### src/rtl/multi_code_lock.sv
// Keypad code lock: SLOTS stored BCD user codes, master-code slot programming, inactivity timeout.
// Optional failed-attempt lockout is built when the LOCKOUT_EN macro is defined.
module multi_code_lock #(
  parameter int unsigned                  DIGITS         = 6,
  parameter int unsigned                  SLOTS          = 2,
  parameter logic [4*DIGITS-1:0]          MASTER_CODE    = 24'h999999,
  parameter logic [4*DIGITS*SLOTS-1:0]    INIT_CODES     = {24'h666666, 24'h123456},
  parameter int unsigned                  MAX_FAIL       = 3,
  parameter int unsigned                  LOCKOUT_CYCLES = 24000000,
  parameter int unsigned                  TIMEOUT_CYCLES = 60000000,
  localparam int unsigned                 SW             = (SLOTS > 1) ? $clog2(SLOTS) : 1,
  localparam int unsigned                 CW             = $clog2(DIGITS + 2)
) (
  input  logic          hwclk,
  input  logic          rst,
  input  logic          key_valid,
  input  logic [3:0]    key_code,
  output logic          unlock,
  output logic [SW-1:0] hit_slot,
  output logic          fail,
  output logic          locked_out,
  output logic          prog_mode,
  output logic          prog_done,
  output logic [CW-1:0] digit_cnt,
  output logic          ready
);

  localparam int unsigned BW = 4 * DIGITS;
  localparam int unsigned TW = $clog2(TIMEOUT_CYCLES + 1);
  localparam logic [TW-1:0] TMO_LAST = TW'(TIMEOUT_CYCLES - 1);
  localparam logic [3:0] K_CLEAR = 4'hA;
  localparam logic [3:0] K_ENTER = 4'hB;
  localparam logic [3:0] K_PROG  = 4'hC;

  typedef enum logic [2:0] {
    IDLE, ENTRY, CHECK, RESULT,
`ifdef LOCKOUT_EN
    LOCKOUT,
`endif
    PROG_AUTH, PROG_SEL, PROG_NEW
  } state_e;

  // What the CHECK/RESULT pair is evaluating; every ENTER-style decision goes through it.
  typedef enum logic [1:0] {CK_USER, CK_MASTER, CK_WRITE, CK_ABORT} kind_e;

  state_e          state_q, state_d;
  kind_e           kind_q, kind_d;
  logic [BW-1:0]   buf_q, buf_d;
  logic [CW-1:0]   cnt_q, cnt_d;
  logic            ovf_q, ovf_d;
  logic            ok_q, ok_d;
  logic [SW-1:0]   hit_q, hit_d;
  logic [SW-1:0]   sel_q, sel_d;
  logic [TW-1:0]   tmo_q, tmo_d;
  logic [BW-1:0]   slot_q [SLOTS];
  logic            wr_en;

  logic            key_acc, is_digit, timed, expired, room, len_ok;
  logic [BW-1:0]   psh_buf;
  logic [CW-1:0]   psh_cnt;
  logic            psh_ovf;
  logic            user_hit;
  logic [SW-1:0]   user_idx;

`ifdef LOCKOUT_EN
  localparam int unsigned FW = $clog2(MAX_FAIL + 1);
  localparam int unsigned LW = $clog2(LOCKOUT_CYCLES + 1);
  localparam logic [LW-1:0] LK_LAST = LW'(LOCKOUT_CYCLES - 1);
  logic [FW-1:0]   fcnt_q, fcnt_d, fcnt_inc;
  logic [LW-1:0]   lk_q, lk_d;
  assign fcnt_inc   = fcnt_q + 1'b1;
  assign locked_out = (state_q == LOCKOUT);
`else
  logic unused_cfg;
  assign unused_cfg = ^{MAX_FAIL, LOCKOUT_CYCLES};
  assign locked_out = 1'b0;
`endif

  assign ready     = (state_q == IDLE) || (state_q == ENTRY) || prog_mode;
  assign prog_mode = (state_q == PROG_AUTH) || (state_q == PROG_SEL) || (state_q == PROG_NEW);
  assign timed     = (state_q == ENTRY) || prog_mode;
  assign key_acc   = key_valid && ready;
  assign is_digit  = (key_code <= 4'd9);
  assign expired   = timed && !key_acc && (tmo_q == TMO_LAST);
  assign len_ok    = (cnt_q == CW'(DIGITS)) && !ovf_q;

  assign room    = (cnt_q < CW'(DIGITS));
  assign psh_buf = room ? {buf_q[BW-5:0], key_code} : buf_q;
  assign psh_cnt = room ? cnt_q + 1'b1 : CW'(DIGITS + 1);
  assign psh_ovf = ovf_q | ~room;

  assign unlock    = (state_q == RESULT) && ok_q && (kind_q == CK_USER);
  assign fail      = (state_q == RESULT) && !ok_q;
  assign prog_done = (state_q == RESULT) && ok_q && (kind_q == CK_WRITE);
  assign hit_slot  = hit_q;
  assign digit_cnt = cnt_q;

  // Scan from the top so the lowest matching slot is the one left standing.
  always_comb begin
    user_hit = 1'b0;
    user_idx = '0;
    for (int unsigned s = SLOTS; s > 0; s--) begin
      if (buf_q == slot_q[s-1]) begin
        user_hit = 1'b1;
        user_idx = SW'(s - 1);
      end
    end
  end

  always_comb begin
    state_d = state_q;
    kind_d  = kind_q;
    buf_d   = buf_q;
    cnt_d   = cnt_q;
    ovf_d   = ovf_q;
    ok_d    = ok_q;
    hit_d   = hit_q;
    sel_d   = sel_q;
    wr_en   = 1'b0;
    tmo_d   = '0;
    if (timed && !key_acc) tmo_d = tmo_q + 1'b1;
`ifdef LOCKOUT_EN
    fcnt_d = fcnt_q;
    lk_d   = lk_q;
`endif
    case (state_q)
      IDLE, ENTRY, PROG_AUTH, PROG_NEW: begin
        if (key_acc) begin
          if (is_digit) begin
            buf_d = psh_buf;
            cnt_d = psh_cnt;
            ovf_d = psh_ovf;
            if (state_q == IDLE) state_d = ENTRY;
          end else if (key_code == K_CLEAR) begin
            buf_d   = '0;
            cnt_d   = '0;
            ovf_d   = 1'b0;
            state_d = IDLE;
          end else if (key_code == K_ENTER) begin
            state_d = CHECK;
            kind_d  = (state_q == PROG_AUTH) ? CK_MASTER :
                      (state_q == PROG_NEW)  ? CK_WRITE  : CK_USER;
          end else if (key_code == K_PROG && state_q == IDLE) begin
            state_d = PROG_AUTH;
          end
        end
      end
      PROG_SEL: begin
        if (key_acc) begin
          if (is_digit && ({28'd0, key_code} < SLOTS)) begin
            sel_d   = SW'(key_code);
            state_d = PROG_NEW;
          end else if (is_digit || key_code == K_ENTER || key_code == K_PROG) begin
            state_d = CHECK;
            kind_d  = CK_ABORT;
          end else if (key_code == K_CLEAR) begin
            state_d = IDLE;
          end
        end
      end
      CHECK: begin
        case (kind_q)
          CK_USER: begin
            ok_d = len_ok && user_hit;
            if (len_ok && user_hit) hit_d = user_idx;
          end
          CK_MASTER: ok_d = len_ok && (buf_q == MASTER_CODE);
          CK_WRITE: begin
            ok_d  = len_ok;
            wr_en = len_ok;
          end
          default: ok_d = 1'b0;
        endcase
        buf_d   = '0;
        cnt_d   = '0;
        ovf_d   = 1'b0;
        state_d = RESULT;
      end
      RESULT: begin
        state_d = (kind_q == CK_MASTER && ok_q) ? PROG_SEL : IDLE;
`ifdef LOCKOUT_EN
        if (kind_q == CK_USER && ok_q) begin
          fcnt_d = '0;
        end else if (!ok_q && (kind_q == CK_USER || kind_q == CK_MASTER)) begin
          fcnt_d = fcnt_inc;
          if (fcnt_inc >= FW'(MAX_FAIL)) begin
            state_d = LOCKOUT;
            lk_d    = LK_LAST;
          end
        end
`endif
      end
`ifdef LOCKOUT_EN
      LOCKOUT: begin
        if (lk_q == '0) begin
          state_d = IDLE;
          fcnt_d  = '0;
        end else begin
          lk_d = lk_q - 1'b1;
        end
      end
`endif
      default: state_d = IDLE;
    endcase
    if (expired) begin
      state_d = IDLE;
      buf_d   = '0;
      cnt_d   = '0;
      ovf_d   = 1'b0;
    end
  end

  always_ff @(posedge hwclk) begin
    if (rst) begin
      state_q <= IDLE;
      kind_q  <= CK_USER;
      buf_q   <= '0;
      cnt_q   <= '0;
      ovf_q   <= 1'b0;
      ok_q    <= 1'b0;
      hit_q   <= '0;
      sel_q   <= '0;
      tmo_q   <= '0;
      for (int unsigned s = 0; s < SLOTS; s++) slot_q[s] <= INIT_CODES[s*BW +: BW];
`ifdef LOCKOUT_EN
      fcnt_q  <= '0;
      lk_q    <= '0;
`endif
    end else begin
      state_q <= state_d;
      kind_q  <= kind_d;
      buf_q   <= buf_d;
      cnt_q   <= cnt_d;
      ovf_q   <= ovf_d;
      ok_q    <= ok_d;
      hit_q   <= hit_d;
      sel_q   <= sel_d;
      tmo_q   <= tmo_d;
      if (wr_en) slot_q[sel_q] <= buf_q;
`ifdef LOCKOUT_EN
      fcnt_q  <= fcnt_d;
      lk_q    <= lk_d;
`endif
    end
  end

endmodule

### config.mk
export PLATFORM = sky130hd
export DESIGN_NAME = multi_code_lock
export DESIGN_NICKNAME = d
export VERILOG_FILES = /design/src/rtl/multi_code_lock.sv
export SDC_FILE = /design/constraint.sdc
export NUM_CORES = 1
export LEC_CHECK = 0
export ABC_AREA = 1
export CORE_MARGIN = 2
export CORE_UTILIZATION = 56
export DETAILED_ROUTE_END_ITERATION = 10
export GPL_TIMING_DRIVEN = 0
export HOLD_SLACK_MARGIN = 0.02
export PLACE_DENSITY_LB_ADDON = 0.15
export SLEW_MARGIN = 10
export SYNTH_ARGS = -nofsm -noshare
export SYNTH_HDL_FRONTEND = slang
export SYNTH_SLANG_ARGS = --single-unit
### constraint.sdc
create_clock -name hwclk -period 2.3 [get_ports hwclk]
set_input_delay 0.46 -clock hwclk [delete_from_list [all_inputs] [get_ports hwclk]]
set_output_delay 0.46 -clock hwclk [all_outputs]
set_load 0.01 [all_outputs]
==> results by group <==
Final layout
  – ANT cells: 0
  – Final Net Count: 793
  – Final core utilization: 63.65%
  – Area growth, synth to finish: 10.12%
  – Most frequent cells in the layout: nand2_1 (221), inv_1 (109), nor2_1 (106), dfxtp_1 (60), edfxtp_1 (48)
  – Final std cells w/o fill: 921
  – Fraction of layout cells with a size suffix above 1: 9.264%
  – Storage cell area: 0.002688 mm2
  – Commonest non-fill, non-tap cell in the layout: nand2_1
  – Footprint of the multi-input gates: 0.002504 mm2
  – Fillcell total: 929

Synth
  – Post-synthesis cell area: 0.005675 mm2
  – Unique masters post-synth: 38
  – Async set-or-reset flop fraction in the synthesized netlist: 0%
  – Net count of the mapped netlist: 763
  – YS warnings: 0
  – Post-synthesis area per instance: 7.537 um2
  – Post-synthesis sequential area ratio: 47.27%
  – Number of flops mapped to enable cells by yosys: 48
  – Top_reg_cell synth: dfxtp_1
  – Cells after synthesis: 753
  – FF+latch count, synth: 110

Critical path
  – Crit-path max cell delay: 0.58 ns
  – WP data required: 1.84 ns
  – Setup CP Type: flip-flop to primary output
  – CP max stage cell: clkdlybuf4s50_1
  – CP startpoint kind: flip-flop
  – Worst path cell trace: nand2_1 -> inv_2 -> nor2_1 -> clkdlybuf4s50_1
  – Crit Path Max Fanout: 6
  – Setup crit end kind: primary output
  – Arrival time at the worst endpoint: 1.75 ns

Power
  – Internal power: 2.626 mW
  – Net switching power figure: 0.9753 mW
  – PwrDens: 576.3 mW/mm2
  – Clock network fraction of total power: 28.2%
  – Logic pwr share: 11.9%
  – Seq pwr share: 59.9%
  – P_leak: 2.567 nW
  – Sw frac: 27.08%
  – Max VDD drop: 0.2852 mV

Clocking
  – Worst-Skew Late Latency: 0.38 ns
  – CTS Sinks: 110
  – CTS Buf Count: 9
  – Clk root buf: clkbuf_8
  – CTS tree: yes
  – H-tree depth: 3
  – Worst-path clk slew: 0.10 ns
  – # hold bufs at CTS: 0
  – Max clock buf depth: 2

Drt
  – Pre-Repair DR Iteration Count: 5
  – Vias per cell: 5.255
  – Vias after detailed routing: 4840
  – Routed WL: 12780 um
  – WL per Instance: 13.88 um
  – Antenna-violating nets left: 0
  – DRT iter0 DRCs: 254
  – # DRC: 0

Global route
  – Vias in the first global route: 4632
  – Gr ovfl total: 0
  – First-pass GRT wire length: 21500 um
  – Initial antenna violation count: 0
  – Largest net degree at the start of global routing: 25
  – GRT Util Overall: 24.39%

STA
  – Final Critical Period: 2.212 ns
  – Worst Clk Skew: 0.008393 ns
  – Final setup vio count: 0
  – Fmax: 452.1 MHz
  – RSZ-0062 raised after global routing: no
  – Final period util: 96.17%
  – Final Max Tran Viols: 0
  – Setup TNS: 0 ns
  – Hold Vio Cnt, Final: 0

Place
  – Port Buffers: 15
  – Post-DP HPWL: 9232 um
  – Placed Cells incl. Taps: 901
  – Final Wtd Congestion: 0.9236

Die
  – Die Ht: 104.7 um
  – Core Footprint: 0.009819 mm2
  – Starting Density: 57.80%
  – Die area: 0.01096 mm2
  – Row count: 36
  – Die Wd: 104.7 um
  – I/O Pins: 17

Status
  – Status: finished, final reports clean

Hold path
  – Worst Hold Class: flip-flop to flip-flop

Run
  – Maxcap violations: 0
## cell type report
class	instances	share of cell area (%)
multi-input combinational	512	40.06
clock inverter	5	0.4204
sequential	110	43.00
clock buffer	11	2.102
buffer	16	1.622
tap	133	2.663
inverter	115	6.967
timing repair buffer	19	3.163
## worst paths after layout
| kind | slack, ns | depth (start not counted) | from | endpoint |
|---|---|---|---|---|
| max | 0.09 | 4 | state_q[0] | ready |
| min | 0.48 | 1 | tmo_q[0] | tmo_q[0] |
| max reg2reg | 0.18 | 9 | tmo_q[0] | buf_q[22] |
| min reg2reg | 0.48 | 1 | tmo_q[0] | tmo_q[0] |
## per-layer routing
metal,up-vias,global-route usage [%],share of wire (%)
met2,114,41.97,49
met5,-,0,0
met1,2241,31.89,45
met3,17,3.369,4.6
li1,2468,-,-
met4,0,7.619,1.5
## cells in the mapped netlist (9+ instances only)
master	n	area share [%]
nor2_1	106	7.0
o21ai_0	10	0.88
a211oi_1	20	2.6
nand4_1	16	1.8
a21oi_1	41	3.6
edfxtp_1	48	25
nand3_1	20	1.8
nor3_1	17	1.5
nand2_1	223	15
xor2_1	11	1.7
buf_2	10	0.88
a211oi_2	9	2.0
dfxtp_1	62	22
inv_1	110	7.3
## cell families (layout without fill, tap and decap cells)
kind of cell	count (synthesis)	in the layout	synth area share, %
flip-flops	110	110	47.27
other	1	1	0.06607
XOR/XNOR	13	13	2.006
AND/OR/NAND/NOR	403	403	30.07
AO/OA/AOI/OAI	92	92	10.65
buffers and inverters	131	166	9.281
adder cells (fa/ha/maj)	3	3	0.6614
## per-stage QoR
| step | power [mW] | setup WS (ns) | hold slack (ns) | area, um2 |
|---|---|---|---|---|
| finish | 3.601 | 0.08798 | 0.4808 | 6250 |
| global route | 3.774 | 0.01743 | 0.5067 | 6250 |
| CTS | 3.600 | 0.005738 | 0.4876 | 6201 |
| detailed placement | 2.612 | -1.141 | 0.4646 | 5992 |
| global placement | 2.600 | -1.114 | 0.4234 | 5992 |
| floorplan | 2.486 | 0.04381 | 0.4179 | 5675 |
## power by group through the flow
stage	Sequential [mW]	Clock (mW)	Combinational, mW
finish	2.16	1.02	0.429
global route	2.17	1.12	0.485
CTS	2.16	1.03	0.419
detailed placement	2.20	0	0.410
global placement	2.20	0	0.401
floorplan	2.18	0	0.302
## registers in the layout (all words and copies together), names as in the netlist
name and cells:
tmo_q 26, hit_slot 1, ovf_q 1, state_q 3, sel_q 1, digit_cnt 3
slot_q 48, kind_q 2, buf_q 24, ok_q 1
## worst max-delay path, delay by kind of cell (launching register included)
| family | cells | cell delay [ns] |
|---|---|---|
| and+or+nand+nor | 2 | 0.33 |
| DFF | 1 | 0.39 |
| buffers and inverters | 2 | 0.65 |
## timing repair
item	in CTS	in global routing
resized for setup	11	6
endpoints found under the setup margin	50	31
pin swaps	1	1
buffers inserted	1	3
No activity file was read; power rests on OpenSTA's default activity.
